## src/rtl/bias_add_1.sv

```systemverilog
// bias_add_1: loads KERN bias words per frame, then adds them channel by
// channel to the layer-1 accumulator stream with signed saturation.
module bias_add_1 #(
    parameter int KERN = 16,
    parameter int NPIX = 576,
    parameter int DW   = 16
) (
    input  logic          ap_clk,
    input  logic          ap_rst_n,
    input  logic [DW-1:0] bias_V_dout,
    input  logic          bias_V_empty_n,
    output logic          bias_V_read,
    input  logic [DW-1:0] input_V_dout,
    input  logic          input_V_empty_n,
    output logic          input_V_read,
    output logic [DW-1:0] output_V_din,
    input  logic          output_V_full_n,
    output logic          output_V_write
);

    localparam int CW = (KERN > 1) ? $clog2(KERN) : 1;
    localparam int PW = (NPIX > 1) ? $clog2(NPIX) : 1;

    typedef enum logic {LOAD, RUN} state_t;

    state_t        state, state_nx;
    logic [DW-1:0] bias_mem [KERN];
    logic [CW-1:0] ch;
    logic [PW-1:0] pix;
    logic          out_valid;
    logic [DW-1:0] out_reg;
    logic          adv, b_rd, i_rd, ch_last, pix_last;
    logic [DW:0]   sum;
    logic [DW-1:0] sat;

    // Datapath: sign-extended add with clamp to the DW-bit signed range
    always_comb begin
        adv      = !out_valid | output_V_full_n;
        ch_last  = (ch == CW'(KERN - 1));
        pix_last = (pix == PW'(NPIX - 1));
        sum      = {bias_mem[ch][DW-1], bias_mem[ch]} + {input_V_dout[DW-1], input_V_dout};
        if (sum[DW] != sum[DW-1])
            sat = sum[DW] ? {1'b1, {(DW-1){1'b0}}} : {1'b0, {(DW-1){1'b1}}};
        else
            sat = sum[DW-1:0];
    end

    // FSM next state and read strobes; reads are held low while reset is asserted
    always_comb begin
        state_nx = state;
        b_rd     = 1'b0;
        i_rd     = 1'b0;
        case (state)
            LOAD: begin
                b_rd = bias_V_empty_n & ap_rst_n;
                if (b_rd && ch_last)
                    state_nx = RUN;
            end
            RUN: begin
                i_rd = input_V_empty_n & adv & ap_rst_n;
                if (i_rd && ch_last && pix_last)
                    state_nx = LOAD;
            end
            default: state_nx = LOAD;
        endcase
    end

    // State register
    always_ff @(posedge ap_clk or negedge ap_rst_n) begin
        if (!ap_rst_n)
            state <= LOAD;
        else
            state <= state_nx;
    end

    // Channel and pixel counters; ch is shared by LOAD and RUN
    always_ff @(posedge ap_clk or negedge ap_rst_n) begin
        if (!ap_rst_n) begin
            ch  <= '0;
            pix <= '0;
        end else if (b_rd || i_rd) begin
            ch <= ch_last ? '0 : ch + CW'(1);
            if (i_rd && ch_last)
                pix <= pix_last ? '0 : pix + PW'(1);
        end
    end

    // Bias register file; contents are don't-care after reset
    always_ff @(posedge ap_clk) begin
        if (b_rd)
            bias_mem[ch] <= bias_V_dout;
    end

    // Output stage drains independently of the FSM state
    always_ff @(posedge ap_clk or negedge ap_rst_n) begin
        if (!ap_rst_n) begin
            out_valid <= 1'b0;
            out_reg   <= '0;
        end else if (i_rd) begin
            out_valid <= 1'b1;
            out_reg   <= sat;
        end else if (adv) begin
            out_valid <= 1'b0;
        end
    end

    assign bias_V_read    = b_rd;
    assign input_V_read   = i_rd;
    assign output_V_write = out_valid & output_V_full_n;
    assign output_V_din   = out_reg;

endmodule

```

## config.mk

```make
export PLATFORM = sky130hd
export DESIGN_NAME = bias_add_1
export DESIGN_NICKNAME = d
export VERILOG_FILES = /design/src/rtl/bias_add_1.sv
export SDC_FILE = /design/constraint.sdc
export NUM_CORES = 1
export LEC_CHECK = 0
export ABC_AREA = 1
export CELL_PAD_IN_SITES_DETAIL_PLACEMENT = 1
export CELL_PAD_IN_SITES_GLOBAL_PLACEMENT = 1
export CORE_MARGIN = 2
export CORE_UTILIZATION = 35
export DETAILED_ROUTE_END_ITERATION = 6
export PLACE_DENSITY = 0.6
export SYNTH_ARGS = -nofsm -noshare
export SYNTH_HDL_FRONTEND = slang
export SYNTH_SLANG_ARGS = --single-unit
```

## constraint.sdc

```tcl
create_clock -name ap_clk -period 4.33 [get_ports ap_clk]
set_input_delay 1.0825 -clock ap_clk [delete_from_list [all_inputs] [get_ports ap_clk]]
set_output_delay 1.0825 -clock ap_clk [all_outputs]
set_load 0.02 [all_outputs]
```

==> results by group <==
Job
  • Max-Cap Viols: 0

Die
  • Starting Density: between 30 and 40%
  • Die area: between 30000 and 40000 um2
  • Core area: around 35000 um2
  • Rows: 69
  • Die extent in y: 193 um
  • Number of top-level pins: between 50 and 60
  • Die Span X: ~190 um

Global route
  • First-pass GRT wire length: 52.9 mm
  • Initial antenna violation count: 2
  • Number of global-route vias before repair: 8633
  • Total global-route track usage: approximately a fifth
  • Largest net degree at the start of global routing: roughly 130
  • Remaining global-route overflow: 0

Pwr
  • Power Total: between 10 and 15 mW
  • Worst vdd ir: between 0.0003 and 0.0004 V
  • P_leak: ~5.4 nW
  • PD cells: between 600 and 700 nW/um2

Placed design
  • Gp weighted congestion: roughly 0.75
  • DP Cell Count: between 1.5k and 2k
  • DP HPWL: approximately 21 mm
  • Placement Setup Slack: ~0.66 ns
  • Buffers on Ports: 55

Clock tree
  • TritonCTS clock tree: built
  • TritonCTS buffer count: 34
  • Setup Buffers After CTS: 0
  • Resized cells post-CTS: 0
  • CTS H-tree depth: 2
  • Post-CTS Hold Buffers: 0
  • Buffer depth of the longest clock path: 3
  • Root Driver: clkbuf_16
  • Clock Pin Slew Worst Setup and Hold Paths: around 0.060 ns
  • Clk Latency, worst-skew pair: around 0.52 ns
  • Sink Count: approximately 290

Synthesis
  • Mux cell area share after synthesis: 0%
  • Post-synthesis adder-cell area fraction: approximately 2.3%
  • Post-Synthesis Net Count: about 1.2k
  • Most numerous cell in the Yosys netlist: edfxtp_1
  • Ys async rst share: between 10% and 20%
  • Compound-Gate Fraction of Synth Area: between 10% and 20%
  • Mapped Area: 12500 um2
  • Yosys warns: 0
  • Synth top cells by count: edfxtp_1, nor2_1, nand2_1
  • Yosys top cell area share: roughly 61%
  • Ys flop type: edfxtp_1
  • Post-Syn Instances: roughly 1.1k
  • Area leader, netlist: edfxtp_1
  • Post-synth EDFFs: 256
  • Largest family of logic cells by synthesized area: simple AND/OR/NAND/NOR gates
  • Simple-gate share of the synthesized area: between 10% and 20%
  • XOR/XNOR Fraction of Synth Area: 1.12%
  • Synth unique cells: 34
  • Synth Register Bits: 288
  • Post-synthesis sequential area ratio: between 60% and 70%
  • Top cells by area, synth: edfxtp_1, dfrtp_1, o21ai_0, nor2_1, nand2_1
  • Avg Cell Area, Syn: roughly 11 um2

Timing
  • Slew HR: between 40% and 50%
  • Setup violators final: 0
  • Slew @ Worst Pin: 0.870 ns
  • Layout Skew: approximately 0.016 ns
  • Final Hold Viols: 0
  • Final period utilization: around 85%
  • RSZ-0062 raised after global routing: no
  • Fmax: around 270 MHz
  • Min setup slack post-route: 0.664 ns
  • Slew Limit Fails: 0
  • Minimum clock period: roughly 3.7 ns
  • TNS Setup: 0 ns

Critical path
  • Crit-path max FO: between 100 and 150
  • Setup crit start kind: flip-flop
  • Worst reg2reg startpoint: ch[0]
  • R2r setup slk: roughly 0.66 ns
  • CP required: between 4 and 5 ns
  • Crit. Startpoint: ch[0]
  • Critical Path End Type: flip-flop
  • Worst setup path endpoint: output_V_din[11]
  • Reg2reg end: output_V_din[11]
  • Arrival time at the worst endpoint: 4.03 ns
  • Kind of critical path: flip-flop to flip-flop
  • Reg2Reg Depth: 17

Cells and area
  • Post-Layout Cell Count: approximately 1.7k
  • Post-layout util: between 40% and 50%
  • # diodes: 0
  • Nets: between 1k and 1.5k
  • Share of layout cells above drive strength 1: 13.6%
  • Area grow syn2layout: 18.6%

Detailed routing
  • Post-Route WL: around 35 mm
  • Count of TritonRoute iterations in the first routing pass: 4
  • Via density per instance: roughly 5.1
  • Via count: between 8k and 9k
  • Post-DRT Antenna Nets: 0
  • Drt drc: 0
  • WL/cell: roughly 21 um
  • 1st-iter DRT viols: 407

Hold path
  • Hold Crit Class: input pin to asynchronous set/reset pin

Run status
  • Outcome: complete, no violations
-- worst max-delay path: stages (launching register included) --
cell and delay [ns]:
dfrtp_4 0.43, buf_12 0.36, o21ai_0 0.20, o22ai_1 0.21, nand2_1 0.07, nand4_1 0.15
ha_1 0.19, inv_1 0.06, fa_1 0.39, nand3b_1 0.18, nand2_2 0.10, nand2_1 0.06
nand2_2 0.10, nand2_2 0.07, nand3_1 0.09, nand2_2 0.08, a21oi_4 0.45, a21oi_1 0.13
-- layer usage --
metal | up-vias | track usage, % | part of all wire, %
met3 | 52 | 3.02 | 4.3
li1 | 4006 | - | -
met5 | - | 0 | 0.075
met4 | 4 | 4.57 | 2.0
met1 | 4209 | 26.9 | 47
met2 | 158 | 31.7 | 46
-- registers in the layout, indices dropped and copies added, names as in the netlist --
| signal | cells |
|---|---|
| bias_mem | 256 |
| ch | 4 |
| out_valid | 1 |
| output_V_din | 16 |
| pix | 10 |
| state | 1 |
-- logic make-up (layout without fill, tap and decap cells) --
| kind of cell | count (synthesis) | in the layout |
|---|---|---|
| AO/OA/AOI/OAI | 234 | 234 |
| AND/OR/NAND/NOR | 407 | 407 |
| adder cells (fa/ha/maj) | 22 | 22 |
| XOR/XNOR | 16 | 16 |
| flip-flops | 288 | 288 |
| buffers and inverters | 125 | 225 |
-- power by group --
| part | switching, mW | internal, mW | leakage (nW) |
|---|---|---|---|
| sequential | 0.0867 | 3.18 | 2.65 |
| clock | 1.11 | 1.58 | 0.505 |
| combinational | 2.87 | 1.49 | 2.24 |
| total | 4.07 | 6.24 | 5.40 |
-- metrics by stage --
stage / hold WS, ns / area, um2
after floorplan: 0.485 / 12500
after global placement: 0.506 / 13800
after detailed placement: 0.495 / 13800
after CTS: 0.471 / 14900
after global routing: 0.485 / 14900
final: 0.473 / 14900
-- cell type report --
cell class | count | area (um2)
Fill cell | 3799 | 20500
Clock buffer | 44 | 888
Tap cell | 461 | 577
Multi-Input combinational cell | 679 | 3580
Inverter | 76 | 287
Sequential cell | 288 | 8490
Timing Repair Buffer | 88 | 881
Clock inverter | 17 | 150
-- worst min-delay path by stage --
stage / endpoint / startpoint / slack (ns)
finish: state / ap_rst_n / 0.47
floorplan: out_valid / out_valid / 0.48
detailed placement: output_V_din[15] / output_V_din[15] / 0.50
global route: state / ap_rst_n / 0.48
CTS: pix[1] / ap_rst_n / 0.47
global placement: output_V_din[15] / output_V_din[15] / 0.51
-- cell usage in the layout (no fill, tap or decap), drive strengths merged, types with 10 or more instances in the layout --
cell type	n
edfxtp	256
nand2	177
nor2	160
o21ai	137
inv	75
o22ai	65
clkdlybuf4s50	54
clkbuf	44
buf	34
dfrtp	32
a21oi	30
ha	21
nand4	20
nand3	19
clkinv	16
xor2	15
or2	15
nor3	10
Power figures use the tool's default switching activity.
